[src/rtl/sim_step_scheduler_if.sv]
// Scheduler control/status bundle: run/clear control, datapath handshake,
// and the committed step outputs. The scheduler uses the master modport.
interface sim_step_scheduler_if #(
  parameter int unsigned WIDTH_TIME = 32,
  parameter int unsigned DATA_W     = 64
);
  logic                  run;
  logic                  clear;
  logic                  dp_done;
  logic [DATA_W-1:0]     Tm_temp;
  logic                  dp_start;
  logic [WIDTH_TIME-1:0] sim_time;
  logic [DATA_W-1:0]     Tm;
  logic                  step_tick;
  logic                  overrun;
  logic                  sim_end;
  logic                  busy;

  modport master (
    input  run, clear, dp_done, Tm_temp,
    output dp_start, sim_time, Tm, step_tick, overrun, sim_end, busy
  );

  modport slave (
    output run, clear, dp_done, Tm_temp,
    input  dp_start, sim_time, Tm, step_tick, overrun, sim_end, busy
  );
endinterface

[src/rtl/sim_step_scheduler.sv]
// Fixed-period simulation step sequencer: launches the datapath each step,
// commits its torque result on the period tick and flags late completions.
module sim_step_scheduler #(
  parameter int unsigned       WIDTH_TIME  = 32,
  parameter int unsigned       DATA_W      = 64,
  parameter int unsigned       STEP_CYCLES = 500,
  parameter int unsigned       INIT_STEPS  = 10000,
  parameter logic [DATA_W-1:0] INIT_VALUE  = 64'h3FE000346DC5D639
) (
  input  logic                 clk,
  input  logic                 rst_n,
  sim_step_scheduler_if.master bus
);

  localparam int unsigned CYC_W = $clog2(STEP_CYCLES);
  localparam logic [CYC_W-1:0] CYC_LAST = CYC_W'(STEP_CYCLES - 1);
  // Wide enough for sim_time+1 without wrap and for INIT_STEPS unchanged.
  localparam int unsigned CMP_W = (WIDTH_TIME + 1 > 32) ? WIDTH_TIME + 1 : 32;

  typedef enum logic [1:0] {
    IDLE      = 2'd0,
    LAUNCH    = 2'd1,
    WAIT_DONE = 2'd2,
    WAIT_TICK = 2'd3
  } state_t;

  state_t                state_q;
  logic [CYC_W-1:0]      cyc_q;
  logic [WIDTH_TIME-1:0] sim_time_q;
  logic [DATA_W-1:0]     tm_q;
  logic [DATA_W-1:0]     cap_q;
  logic                  dp_start_q;
  logic                  step_tick_q;
  logic                  overrun_q;
  logic                  sim_end_q;

  logic                  tick;
  logic                  commit;
  logic                  saturated;
  logic [CMP_W-1:0]      time_inc;
  logic                  init_win;
  logic [DATA_W-1:0]     commit_val;
  logic [DATA_W-1:0]     tm_d;
  logic [WIDTH_TIME-1:0] sim_time_d;

  always_comb begin
    tick       = (cyc_q == CYC_LAST);
    commit     = tick && (((state_q == WAIT_DONE) && bus.dp_done) ||
                          (state_q == WAIT_TICK));
    saturated  = &sim_time_q;
    time_inc   = CMP_W'(sim_time_q) + CMP_W'(1);
    init_win   = (time_inc <= CMP_W'(INIT_STEPS));
    // A same-cycle completion bypasses the capture register.
    commit_val = (state_q == WAIT_DONE) ? bus.Tm_temp : cap_q;
    tm_d       = init_win ? INIT_VALUE : commit_val;
    sim_time_d = saturated ? sim_time_q : time_inc[WIDTH_TIME-1:0];
  end

  always_ff @(posedge clk or negedge rst_n) begin
    if (!rst_n) begin
      state_q     <= IDLE;
      cyc_q       <= '0;
      sim_time_q  <= '0;
      tm_q        <= INIT_VALUE;
      cap_q       <= '0;
      dp_start_q  <= 1'b0;
      step_tick_q <= 1'b0;
      overrun_q   <= 1'b0;
      sim_end_q   <= 1'b0;
    end else begin
      dp_start_q  <= 1'b0;
      step_tick_q <= 1'b0;
      if (bus.clear) begin
        state_q    <= IDLE;
        cyc_q      <= '0;
        sim_time_q <= '0;
        tm_q       <= INIT_VALUE;
        overrun_q  <= 1'b0;
        sim_end_q  <= 1'b0;
      end else if (commit) begin
        sim_time_q  <= sim_time_d;
        sim_end_q   <= saturated;
        tm_q        <= tm_d;
        step_tick_q <= 1'b1;
        cyc_q       <= '0;
        if (state_q == WAIT_DONE) begin
          cap_q <= bus.Tm_temp;
        end
        if (bus.run && !saturated) begin
          state_q    <= LAUNCH;
          dp_start_q <= 1'b1;
        end else begin
          state_q <= IDLE;
        end
      end else begin
        unique case (state_q)
          IDLE: begin
            if (bus.run && !sim_end_q) begin
              state_q    <= LAUNCH;
              cyc_q      <= '0;
              dp_start_q <= 1'b1;
            end
          end
          LAUNCH: begin
            cyc_q   <= cyc_q + CYC_W'(1);
            state_q <= WAIT_DONE;
          end
          WAIT_DONE: begin
            if (bus.dp_done) begin
              cap_q   <= bus.Tm_temp;
              cyc_q   <= cyc_q + CYC_W'(1);
              state_q <= WAIT_TICK;
            end else if (tick) begin
              // Late step: hold at the last count until the datapath finishes.
              overrun_q <= 1'b1;
            end else begin
              cyc_q <= cyc_q + CYC_W'(1);
            end
          end
          WAIT_TICK: begin
            cyc_q <= cyc_q + CYC_W'(1);
          end
          default: begin
            state_q <= IDLE;
          end
        endcase
      end
    end
  end

  assign bus.dp_start  = dp_start_q;
  assign bus.sim_time  = sim_time_q;
  assign bus.Tm        = tm_q;
  assign bus.step_tick = step_tick_q;
  assign bus.overrun   = overrun_q;
  assign bus.sim_end   = sim_end_q;
  assign bus.busy      = (state_q != IDLE);

endmodule

[src/flat_wrapper.sv]
// flat-port wrapper written by rule: the top's interface ports become plain ports
module sim_step_scheduler_flat 
#(
  parameter int unsigned       WIDTH_TIME  = 32,
  parameter int unsigned       DATA_W      = 64,
  parameter int unsigned       STEP_CYCLES = 500,
  parameter int unsigned       INIT_STEPS  = 10000,
  parameter logic [DATA_W-1:0] INIT_VALUE  = 64'h3FE000346DC5D639
)
  (clk, rst_n, bus_run, bus_clear, bus_dp_done, bus_Tm_temp, bus_dp_start, bus_sim_time, bus_Tm, bus_step_tick, bus_overrun, bus_sim_end, bus_busy);
  sim_step_scheduler_if #(.WIDTH_TIME(WIDTH_TIME), .DATA_W(DATA_W)) bus_i ();
  input  logic clk;
  input  logic rst_n;
  input wire logic [$bits(bus_i.run)-1:0] bus_run;
  input wire logic [$bits(bus_i.clear)-1:0] bus_clear;
  input wire logic [$bits(bus_i.dp_done)-1:0] bus_dp_done;
  input wire logic [$bits(bus_i.Tm_temp)-1:0] bus_Tm_temp;
  output wire logic [$bits(bus_i.dp_start)-1:0] bus_dp_start;
  output wire logic [$bits(bus_i.sim_time)-1:0] bus_sim_time;
  output wire logic [$bits(bus_i.Tm)-1:0] bus_Tm;
  output wire logic [$bits(bus_i.step_tick)-1:0] bus_step_tick;
  output wire logic [$bits(bus_i.overrun)-1:0] bus_overrun;
  output wire logic [$bits(bus_i.sim_end)-1:0] bus_sim_end;
  output wire logic [$bits(bus_i.busy)-1:0] bus_busy;
  assign bus_i.run = bus_run;
  assign bus_i.clear = bus_clear;
  assign bus_i.dp_done = bus_dp_done;
  assign bus_i.Tm_temp = bus_Tm_temp;
  assign bus_dp_start = bus_i.dp_start;
  assign bus_sim_time = bus_i.sim_time;
  assign bus_Tm = bus_i.Tm;
  assign bus_step_tick = bus_i.step_tick;
  assign bus_overrun = bus_i.overrun;
  assign bus_sim_end = bus_i.sim_end;
  assign bus_busy = bus_i.busy;
  sim_step_scheduler #(.WIDTH_TIME(WIDTH_TIME), .DATA_W(DATA_W), .STEP_CYCLES(STEP_CYCLES), .INIT_STEPS(INIT_STEPS), .INIT_VALUE(INIT_VALUE)) u_core (.clk(clk), .rst_n(rst_n), .bus(bus_i));
endmodule
[config.mk]
export PLATFORM = sky130hd
export DESIGN_NAME = sim_step_scheduler_flat
export DESIGN_NICKNAME = d
export VERILOG_FILES = /design/src/rtl/sim_step_scheduler_if.sv /design/src/rtl/sim_step_scheduler.sv /design/src/flat_wrapper.sv
export SDC_FILE = /design/constraint.sdc
export NUM_CORES = 1
export LEC_CHECK = 0
export ABC_AREA = 1
export CAP_MARGIN = 20
export CORE_MARGIN = 2
export CORE_UTILIZATION = 36
export CTS_CLUSTER_SIZE = 8
export DETAILED_ROUTE_END_ITERATION = 10
export GPL_TIMING_DRIVEN = 0
export HOLD_SLACK_MARGIN = 0.06
export SYNTH_ARGS = -nofsm -noshare
export SYNTH_HDL_FRONTEND = slang
export SYNTH_SLANG_ARGS = --single-unit
[constraint.sdc]
create_clock -name clk -period 1.9 [get_ports clk]
set_input_delay 0.285 -clock clk [delete_from_list [all_inputs] [get_ports clk]]
set_output_delay 0.285 -clock clk [all_outputs]
set_load 0.005 [all_outputs]
==> results of run 1 <==
per-stage QoR:
step,cell area (sq um),setup WS [ns],std cells
2_1_floorplan,9590,-0.185,1281
3_3_place_gp,11700,-7.29,1784
3_5_place_dp,11700,-0.825,1785
4_1_cts,13900,-0.432,1902
5_1_grt,15100,-0.620,1936
6_report,15100,-0.442,1938
worst paths after layout:
kind | to | slack [ns] | cells past startpoint
min in group clk | u_core.bus.step_tick | 0.39 | 2
setup reg to reg | u_core.bus.Tm[24] | -0.44 | 14
max in group asynchronous | u_core.cap_q[61] | 0.56 | 3
hold reg to reg | u_core.bus.Tm[45] | 0.48 | 2
setup / recovery | u_core.bus.Tm[24] | -0.44 | 14
hold / removal | u_core.cap_q[14] | 0.36 | 2
layout by cell type, fill, tap and decap left out, types with 21 or more instances in the layout:
master,n
sky130_fd_sc_hd__nor2_4,21
sky130_fd_sc_hd__dfstp_2,30
sky130_fd_sc_hd__a21oi_1,25
sky130_fd_sc_hd__dfrtp_1,127
sky130_fd_sc_hd__buf_4,84
sky130_fd_sc_hd__nand3_1,30
sky130_fd_sc_hd__inv_1,65
sky130_fd_sc_hd__o21ai_2,31
sky130_fd_sc_hd__nand2_4,22
sky130_fd_sc_hd__nor2_1,178
sky130_fd_sc_hd__nand2_2,53
sky130_fd_sc_hd__clkdlybuf4s50_1,166
sky130_fd_sc_hd__clkbuf_16,29
sky130_fd_sc_hd__nor2_2,26
sky130_fd_sc_hd__a21oi_2,45
sky130_fd_sc_hd__buf_6,28
sky130_fd_sc_hd__nand2_1,361
sky130_fd_sc_hd__mux2i_1,31
sky130_fd_sc_hd__a31oi_1,23
cell usage after synthesis (22+ instances only):
library cell,instances
sky130_fd_sc_hd__nand2_1,433
sky130_fd_sc_hd__nor2_1,215
sky130_fd_sc_hd__dfrtp_1,145
sky130_fd_sc_hd__inv_1,76
sky130_fd_sc_hd__clkbuf_1,48
sky130_fd_sc_hd__o21ai_0,44
sky130_fd_sc_hd__a21oi_1,42
sky130_fd_sc_hd__nand3_1,39
sky130_fd_sc_hd__mux2i_1,34
sky130_fd_sc_hd__a21oi_2,31
sky130_fd_sc_hd__a31oi_1,30
sky130_fd_sc_hd__dfstp_2,30
sky130_fd_sc_hd__o22ai_1,22
registers in the layout, summed over array words and instances, names as in the netlist:
name / count
u_core.bus.Tm: 64
u_core.bus.dp_start: 1
u_core.bus.overrun: 1
u_core.bus.sim_end: 1
u_core.bus.sim_time: 32
u_core.bus.step_tick: 1
u_core.cap_q: 64
u_core.cyc_q: 9
u_core.state_q: 2
what timing repair did:
action                     4_1_cts  5_1_grt
hold buffers                     1        0
hold endpoints to repair        55        0
setup endpoints to repair      175      174
buffers inserted                75       37
cloned                          12        4
pin swaps                       26       44
resized for setup              240      265
routing by layer:
metal  vias to the layer above  wire length (um)  track usage [%]
met4                         2               641             5.58
met3                        48              1730             4.92
li1                       4760                 -                -
met5                         -                13                0
met1                      4775             14200             29.9
met2                       276             16200             36.4
worst reg2reg max path, delay by kind of cell (launching register included):
kind	cells	cell delay, ns
AOI/OAI and AO/OA	1	0.12
xor gates and xnor gates	1	0.17
adders and majority gates	1	0.19
buffers and inverters	2	0.31
DFF	1	0.42
and+or+nand+nor	9	1.05
cell type report:
cell class	instances	area share, %
buffer	59	4.15
clock buffer	19	2.87
antenna	2	0.0332
clock inverter	13	1.17
inverter	81	2.15
timing repair buffer	290	19.7
multi-input combinational	964	37.7
sequential	175	29.4
tap	335	2.78
power by group:
part	leakage (nW)	switching (mW)	internal [mW]
combinational	4.08	2.34	1.79
sequential	2.19	0.504	4.43
clock	0.292	1.64	2.11
total	6.56	4.49	8.33
logic make-up (layout without fill, tap and decap cells):
kind of cell,Yosys count,in the layout
AOI/OAI and AO/OA,190,190
xor gates and xnor gates,7,7
adders and majority gates,7,7
buffers and inverters,143,462
DFF,175,175
muxes,34,34
other,0,2
and+or+nand+nor,725,726
==> metrics.log, run 1 <==
[metrics] result of the run: finished, violations left
[metrics] post-synthesis simple-gate area fraction: 30.3%
[metrics] # DRC: 0
[metrics] global-route wire length before repair: slightly below 50000 um
[metrics] footprint of the multi-input gates: 0.00569 sq mm
[metrics] critical path data required time: around 2.3 ns
[metrics] Post-Route WL: 32800 um
[metrics] total standard cell area after synthesis: 0.00954 sq mm
[metrics] worst hold slack: 0.364 ns
[metrics] slew at the pin closest to its max-slew limit: 0.653 ns
[metrics] master cell of the clock root buffer: sky130_fd_sc_hd__clkbuf_16
[metrics] routed vias: slightly below 10000
[metrics] CTS clock-pin slew for the worst setup and hold paths: around 0.08 ns
[metrics] proportion of netlist area held by the largest area contributor: 38.0%
[metrics] arithmetic-cell share of the synthesized area counting full adders, half adders and majority gates: less than 1%
[metrics] cell-by-cell trace of the critical path: ha_4 -> nand2_4 -> nor2_4 -> nand2_4 -> nor2_4 -> xor2_2 -> nand3_1 -> nor2_1 -> nand2_1 -> nor2_4 -> buf_12 -> nand3_4 -> buf_8 -> a21oi_2
[metrics] share of layout cells above drive strength 1: 32.4%
[metrics] number of flops mapped to enable cells by yosys: 0
[metrics] largest vdd supply drop: ~0.00052 V
[metrics] Crit Path Max Fanout: 10
[metrics] CP Launch Type: register
[metrics] number of detailed-route iterations in the first pass: 5
[metrics] Final Hold Viols: 0
[metrics] Crit. End Element: register
[metrics] post-synthesis to final-layout area growth: 58.2%
[metrics] total clock buffers created by CTS: 17
[metrics] core area: 0.0261 sq mm
[metrics] post-layout min period: 2.34 ns
[metrics] setup repair after global routing missed its margin: true
[metrics] number of maximum-capacitance constraint violations: 0
[metrics] compound-gate portion of the synthesized area: between 10% and 20%
[metrics] library cell contributing the largest single delay on the critical path: sky130_fd_sc_hd__dfrtp_2
[metrics] dominant cell type by count on the critical path: sky130_fd_sc_hd__nor2_4
[metrics] GR Util All Layers: 22.2%
[metrics] y dimension of the die: 167 um
[metrics] number of core rows: just under 60
[metrics] Max transition margin: 56.5%
[metrics] syn avg cell area: 7.44 sq um
[metrics] total power after layout: 12.8 mW
[metrics] clk sink count: 175
[metrics] final sum of negative setup slack: -35.30 ns
[metrics] peak clock frequency supported by timing: approximately 430 MHz
[metrics] final clock period utilization by the worst path: 123%
[metrics] Total Die Area: 0.0278 sq mm
[metrics] most instantiated flip-flop cell in the synthesis netlist: sky130_fd_sc_hd__dfrtp_1
[metrics] number of I/O port buffers: 168
[metrics] mean number of vias per cell: 5.09
[metrics] Netlist cell types: 39
[metrics] H-tree level count: 4
[metrics] critical register-to-register path startpoint: u_core.bus.sim_time[1]
[metrics] gpl congestion: 0.867
[metrics] average wire per standard cell: 16.9 um
[metrics] CTS tree: done
[metrics] sequential cell area in the final layout: roughly 0.0044 sq mm
[metrics] largest net degree at the start of global routing: roughly 120
[metrics] min setup slack post-route: -0.442 ns
[metrics] ys async rst share: 100%
[metrics] number of antenna violations at the first check in global routing: 3
[metrics] net count after synthesis: 1357
[metrics] fin util: 57.9%
[metrics] Yosys warning count: 0
[metrics] final max-slew violation count: 0
[metrics] HP Class: primary input to async pin
[metrics] vias in the first global route: slightly above 9000
[metrics] initial standard-cell utilization of the core: 36.6%
[metrics] main combinational cell family by area after synthesis: simple AND/OR/NAND/NOR gates
[metrics] cell family contributing the most delay on the critical path: simple AND/OR/NAND/NOR gates
[metrics] sum of overflow across all layers after global routing: 0
[metrics] source-to-sink clock delay at the later pin of the worst-skew pair: 0.44 ns
[metrics] residual antenna-violating net count after detailed routing: 0
[metrics] number of fill cells: approximately 2300
[metrics] Seq/Total Area, Yosys: 46.3%
[metrics] number of I/O pins: 170
[metrics] largest area contributor in the synthesized netlist: sky130_fd_sc_hd__dfrtp_1
[metrics] net count of the finished layout: ~1700
[metrics] leakage power: 6.56 nW
[metrics] overall die width: about 170 um
[metrics] parity-gate share of the synthesized area counting xor and xnor cells: less than 1%
[metrics] delay contributed by the slowest stage of the critical path: 0.42 ns
[metrics] maximum root-to-sink buffer count: 2
[metrics] hpwl dp: between 20000 and 25000 um
[metrics] WP data arrival: 2.71 ns
[metrics] worst setup path startpoint: u_core.bus.sim_time[1]
[metrics] worst setup path category: register to register
[metrics] Buf/Inv on CP: 2
[metrics] synth top area cells: sky130_fd_sc_hd__dfrtp_1 (38%), sky130_fd_sc_hd__nand2_1 (17%), sky130_fd_sc_hd__nor2_1 (8.5%)
[metrics] Setup Skew: 0.0159 ns
[metrics] power per unit of standard cell area: 850 mW/mm^2
[metrics] Finish-stage setup viols: 167
[metrics] flop and latch count out of synthesis: 175
[metrics] multiplexer fraction of the synthesized cell area: 3.57%
[metrics] cell count after synthesis: about 1300
[metrics] DRC violation total after the first TritonRoute iteration: 680
[metrics] violated checks: negative setup slack
Note: power is estimated with default switching activity, not from simulation.
==> inputs of run 2 (changes only) <==
GPL_TIMING_DRIVEN = not set   (was 0)
==> run 2 against run 1 <==
  * The run still ends with negative setup slack left
  * Count of clock-buffer cells in the layout down 1
  * Critical endpoint is now u_core.bus.Tm[1]
  * Register-to-register slack about the same
  * Fmax is 0.14% lower
  * Worst hold slack worse by 0.095 ns
  * Largest cell class unchanged
  * Clock power fell by 1%
  * Sequential share of layout area shrank 1.3 points
  * Design area increased by 4.2%
  * Die area unchanged
  * Worst setup slack worse by 0.0032 ns
  * Critical path depth is 3 higher
  * Clock skew is 0.0037 ns higher
==> metrics.log, run 2 (same netlist as run 1, synthesis figures left out) <==
[metrics] most common cell after layout, fill and taps aside: sky130_fd_sc_hd__nand2_1
[metrics] clk sink count: 175 (unchanged)
[metrics] GR Util All Layers: 21.3% (-0.93 points)
[metrics] post-layout min period: 2.34 ns (+0.00318 ns)
[metrics] hpwl dp: 20700 um (+1.2%)
[metrics] Setup Skew: 0.0195 ns (+0.00368 ns)
[metrics] maximum root-to-sink buffer count: 2 (unchanged)
[metrics] Post-Route WL: 34600 um (+5.4%)
[metrics] Crit Path Max Fanout: 12 (+2)
[metrics] y dimension of the die: 167 um (unchanged)
[metrics] total clock buffers created by CTS: 17 (unchanged)
[metrics] peak clock frequency supported by timing: 426 MHz (-0.14%)
[metrics] CP Launch Type: register
[metrics] Max transition margin: 72.9% (+16 points)
[metrics] residual antenna-violating net count after detailed routing: 0 (unchanged)
[metrics] final max-slew violation count: 0 (unchanged)
[metrics] leading cell types in the layout, fill and taps excluded: sky130_fd_sc_hd__nand2_1 (377), sky130_fd_sc_hd__clkdlybuf4s50_1 (166), sky130_fd_sc_hd__nor2_1 (157), sky130_fd_sc_hd__buf_4 (145), sky130_fd_sc_hd__dfrtp_1 (143)
[metrics] power per unit of standard cell area: 842 mW/mm^2 (-0.90%)
[metrics] net count of the finished layout: 1713 (+2.9%)
[metrics] dpl cell area: 0.0128 sq mm (+9.5%)
[metrics] slew at the pin closest to its max-slew limit: 0.403 ns (-0.250 ns)
[metrics] source-to-sink clock delay at the later pin of the worst-skew pair: 0.44 ns (about the same)
[metrics] post-synthesis to final-layout area growth: 64.8%
[metrics] number of I/O port buffers: 169 (+0.60%)
[metrics] CTS clock-pin slew for the worst setup and hold paths: 0.08 ns (about the same)
[metrics] H-tree level count: 4 (unchanged)
[metrics] final std cells w/o fill: 1985 (+2.4%)
[metrics] DRC violation total after the first TritonRoute iteration: 669 (-1.6%)
[metrics] result of the run: finished, violations left
[metrics] number of I/O pins: 170 (unchanged)
[metrics] setup repair after global routing missed its margin: true
[metrics] WP data arrival: 2.68 ns (-0.03 ns)
[metrics] leakage power: 6.94 nW (+5.8%)
[metrics] number of detailed-route iterations in the first pass: 5 (unchanged)
[metrics] initial standard-cell utilization of the core: 36.6% (unchanged)
[metrics] number of antenna violations at the first check in global routing: 1 (-2)
[metrics] gpl congestion: 0.881 (+1.7%)
[metrics] Crit. End Element: register
[metrics] master cell of the clock root buffer: sky130_fd_sc_hd__clkbuf_16
[metrics] CTS tree: done
[metrics] HP Class: primary input to async pin
[metrics] global-route wire length before repair: 48200 um (-2.8%)
[metrics] placed cell count: 1885 (+5.6%)
[metrics] core area: 0.0261 sq mm (unchanged)
[metrics] total power after layout: 13.2 mW (+3.2%)
[metrics] final clock period utilization by the worst path: 123% (+0.17 points)
[metrics] critical path data required time: 2.23 ns (-0.04 ns)
[metrics] largest net degree at the start of global routing: 69 (-41%)
[metrics] violated checks: negative setup slack
[metrics] # DRC: 0 (unchanged)
[metrics] post-route cell area: 0.0157 sq mm (+4.2%)
[metrics] share of layout cells above drive strength 1: 34.1% (+1.6 points)
[metrics] number of core rows: 59 (unchanged)
[metrics] total inserted antenna cells: 0 (-2)
[metrics] vias in the first global route: 9397 (+0.71%)
[metrics] Final Hold Viols: 0 (unchanged)
[metrics] number of maximum-capacitance constraint violations: 0 (unchanged)
[metrics] mean number of vias per cell: 5.09 (about the same)
[metrics] routed vias: 10100 (+2.4%)
[metrics] Total Die Area: 0.0278 sq mm (unchanged)
[metrics] Finish-stage setup viols: 161 (-3.6%)
[metrics] worst setup path category: register to register
[metrics] average wire per standard cell: 17.4 um (+2.9%)
[metrics] min setup slack post-route: -0.445 ns (-0.00318 ns)
[metrics] largest vdd supply drop: 0.000513 V (-0.96%)
[metrics] overall die width: 167 um (unchanged)
[metrics] sum of overflow across all layers after global routing: 0 (unchanged)
## run 2: cell count changes in the layout (fill, tap and decap cells not counted), moves of 10 or more
cell / previous run / this run
sky130_fd_sc_hd__buf_4: 84 / 145
sky130_fd_sc_hd__nand2_1: 361 / 377
sky130_fd_sc_hd__mux2i_2: 2 / 12
sky130_fd_sc_hd__a21oi_1: 25 / 14
sky130_fd_sc_hd__clkbuf_1: 15 / 0
sky130_fd_sc_hd__dfrtp_1: 127 / 143
sky130_fd_sc_hd__o21ai_2: 31 / 17
sky130_fd_sc_hd__nor2_4: 21 / 35
sky130_fd_sc_hd__buf_12: 11 / 21
sky130_fd_sc_hd__dfrtp_2: 18 / 2
sky130_fd_sc_hd__nor2_1: 178 / 157
sky130_fd_sc_hd__o22ai_2: 17 / 0
sky130_fd_sc_hd__o22ai_1: 4 / 22
## run 2: what timing repair did
| item | in CTS | in global routing |
|---|---|---|
| gates cloned | 0 | 34 |
| buffers inserted | 1 | 32 |
| gates resized for setup | 25 | 356 |
| hold buffers | 1 | 0 |
| hold endpoints to repair | 90 | 0 |
| endpoints found under the setup margin | 170 | 171 |
| pin swaps | 5 | 47 |
## run 2: per-layer routing
layer,vias to the layer above,track usage (%),wire [um],share of wire [%]
met4,0,4.35,505,1.5
li1,4845,-,-,-
met2,254,35.7,17100,49
met5,-,0,0,0
met3,37,4.94,1690,4.9
met1,4961,28.2,15300,44
## run 2: where the power goes
group          internal, mW  switching [mW]  leakage, nW
Combinational          2.10            2.49         4.44
Sequential             4.43           0.520         2.21
Clock                  1.92            1.78        0.292
Total                  8.45            4.78         6.94
## run 2: critical path, stage by stage, from the launching register on
cell and delay (ns):
sky130_fd_sc_hd__dfrtp_1 0.43, sky130_fd_sc_hd__buf_6 0.14, sky130_fd_sc_hd__nand2_4 0.05, sky130_fd_sc_hd__nor2_4 0.16, sky130_fd_sc_hd__nand2_4 0.09, sky130_fd_sc_hd__nor2_4 0.20
sky130_fd_sc_hd__buf_6 0.13, sky130_fd_sc_hd__nand2_2 0.04, sky130_fd_sc_hd__nand2_2 0.06, sky130_fd_sc_hd__nand2_1 0.05, sky130_fd_sc_hd__nor2_1 0.08, sky130_fd_sc_hd__nand2_1 0.09
sky130_fd_sc_hd__a21oi_4 0.16, sky130_fd_sc_hd__nand3_4 0.09, sky130_fd_sc_hd__buf_12 0.16, sky130_fd_sc_hd__buf_12 0.15, sky130_fd_sc_hd__nand2_1 0.07, sky130_fd_sc_hd__nand2_1 0.05
## run 2: per-stage QoR
step	hold slack (ns)	utilization, %	TNS [ns]	setup slack (ns)
CTS	0.267	52.0	-23.26	-0.394
finish	0.268	60.3	-32.52	-0.445
detailed placement	0.164	49.2	-49.14	-0.404
global placement	0.161	49.2	-50.33	-0.430
floorplan	-0.0106	-	-11.04	-0.185
global route	0.295	60.3	-49.68	-0.588
## run 2: worst paths after layout
| kind | from | to | slack (ns) | depth (start not counted) |
|---|---|---|---|---|
| min in group clk | bus_Tm_temp[59] | u_core.cap_q[59] | 0.44 | 3 |
| min | rst_n | u_core.cap_q[14] | 0.27 | 2 |
| max reg2reg | u_core.bus.sim_time[0] | u_core.bus.Tm[1] | -0.44 | 17 |
| max | u_core.bus.sim_time[0] | u_core.bus.Tm[1] | -0.44 | 17 |
| min reg2reg | u_core.bus.Tm[28] | u_core.bus.Tm[28] | 0.48 | 2 |
| max in group asynchronous | rst_n | u_core.bus.sim_time[9] | 0.93 | 3 |
## run 2: final cells by class
class | instances | area (sq um)
tap | 335 | 419
inverter | 81 | 334
clock buffer | 18 | 439
clock inverter | 14 | 171
timing repair buffer | 398 | 4300
sequential | 175 | 4420
multi-input combinational | 963 | 5610
timing repair inverter | 1 | 16.3
fill | 2268 | 10300
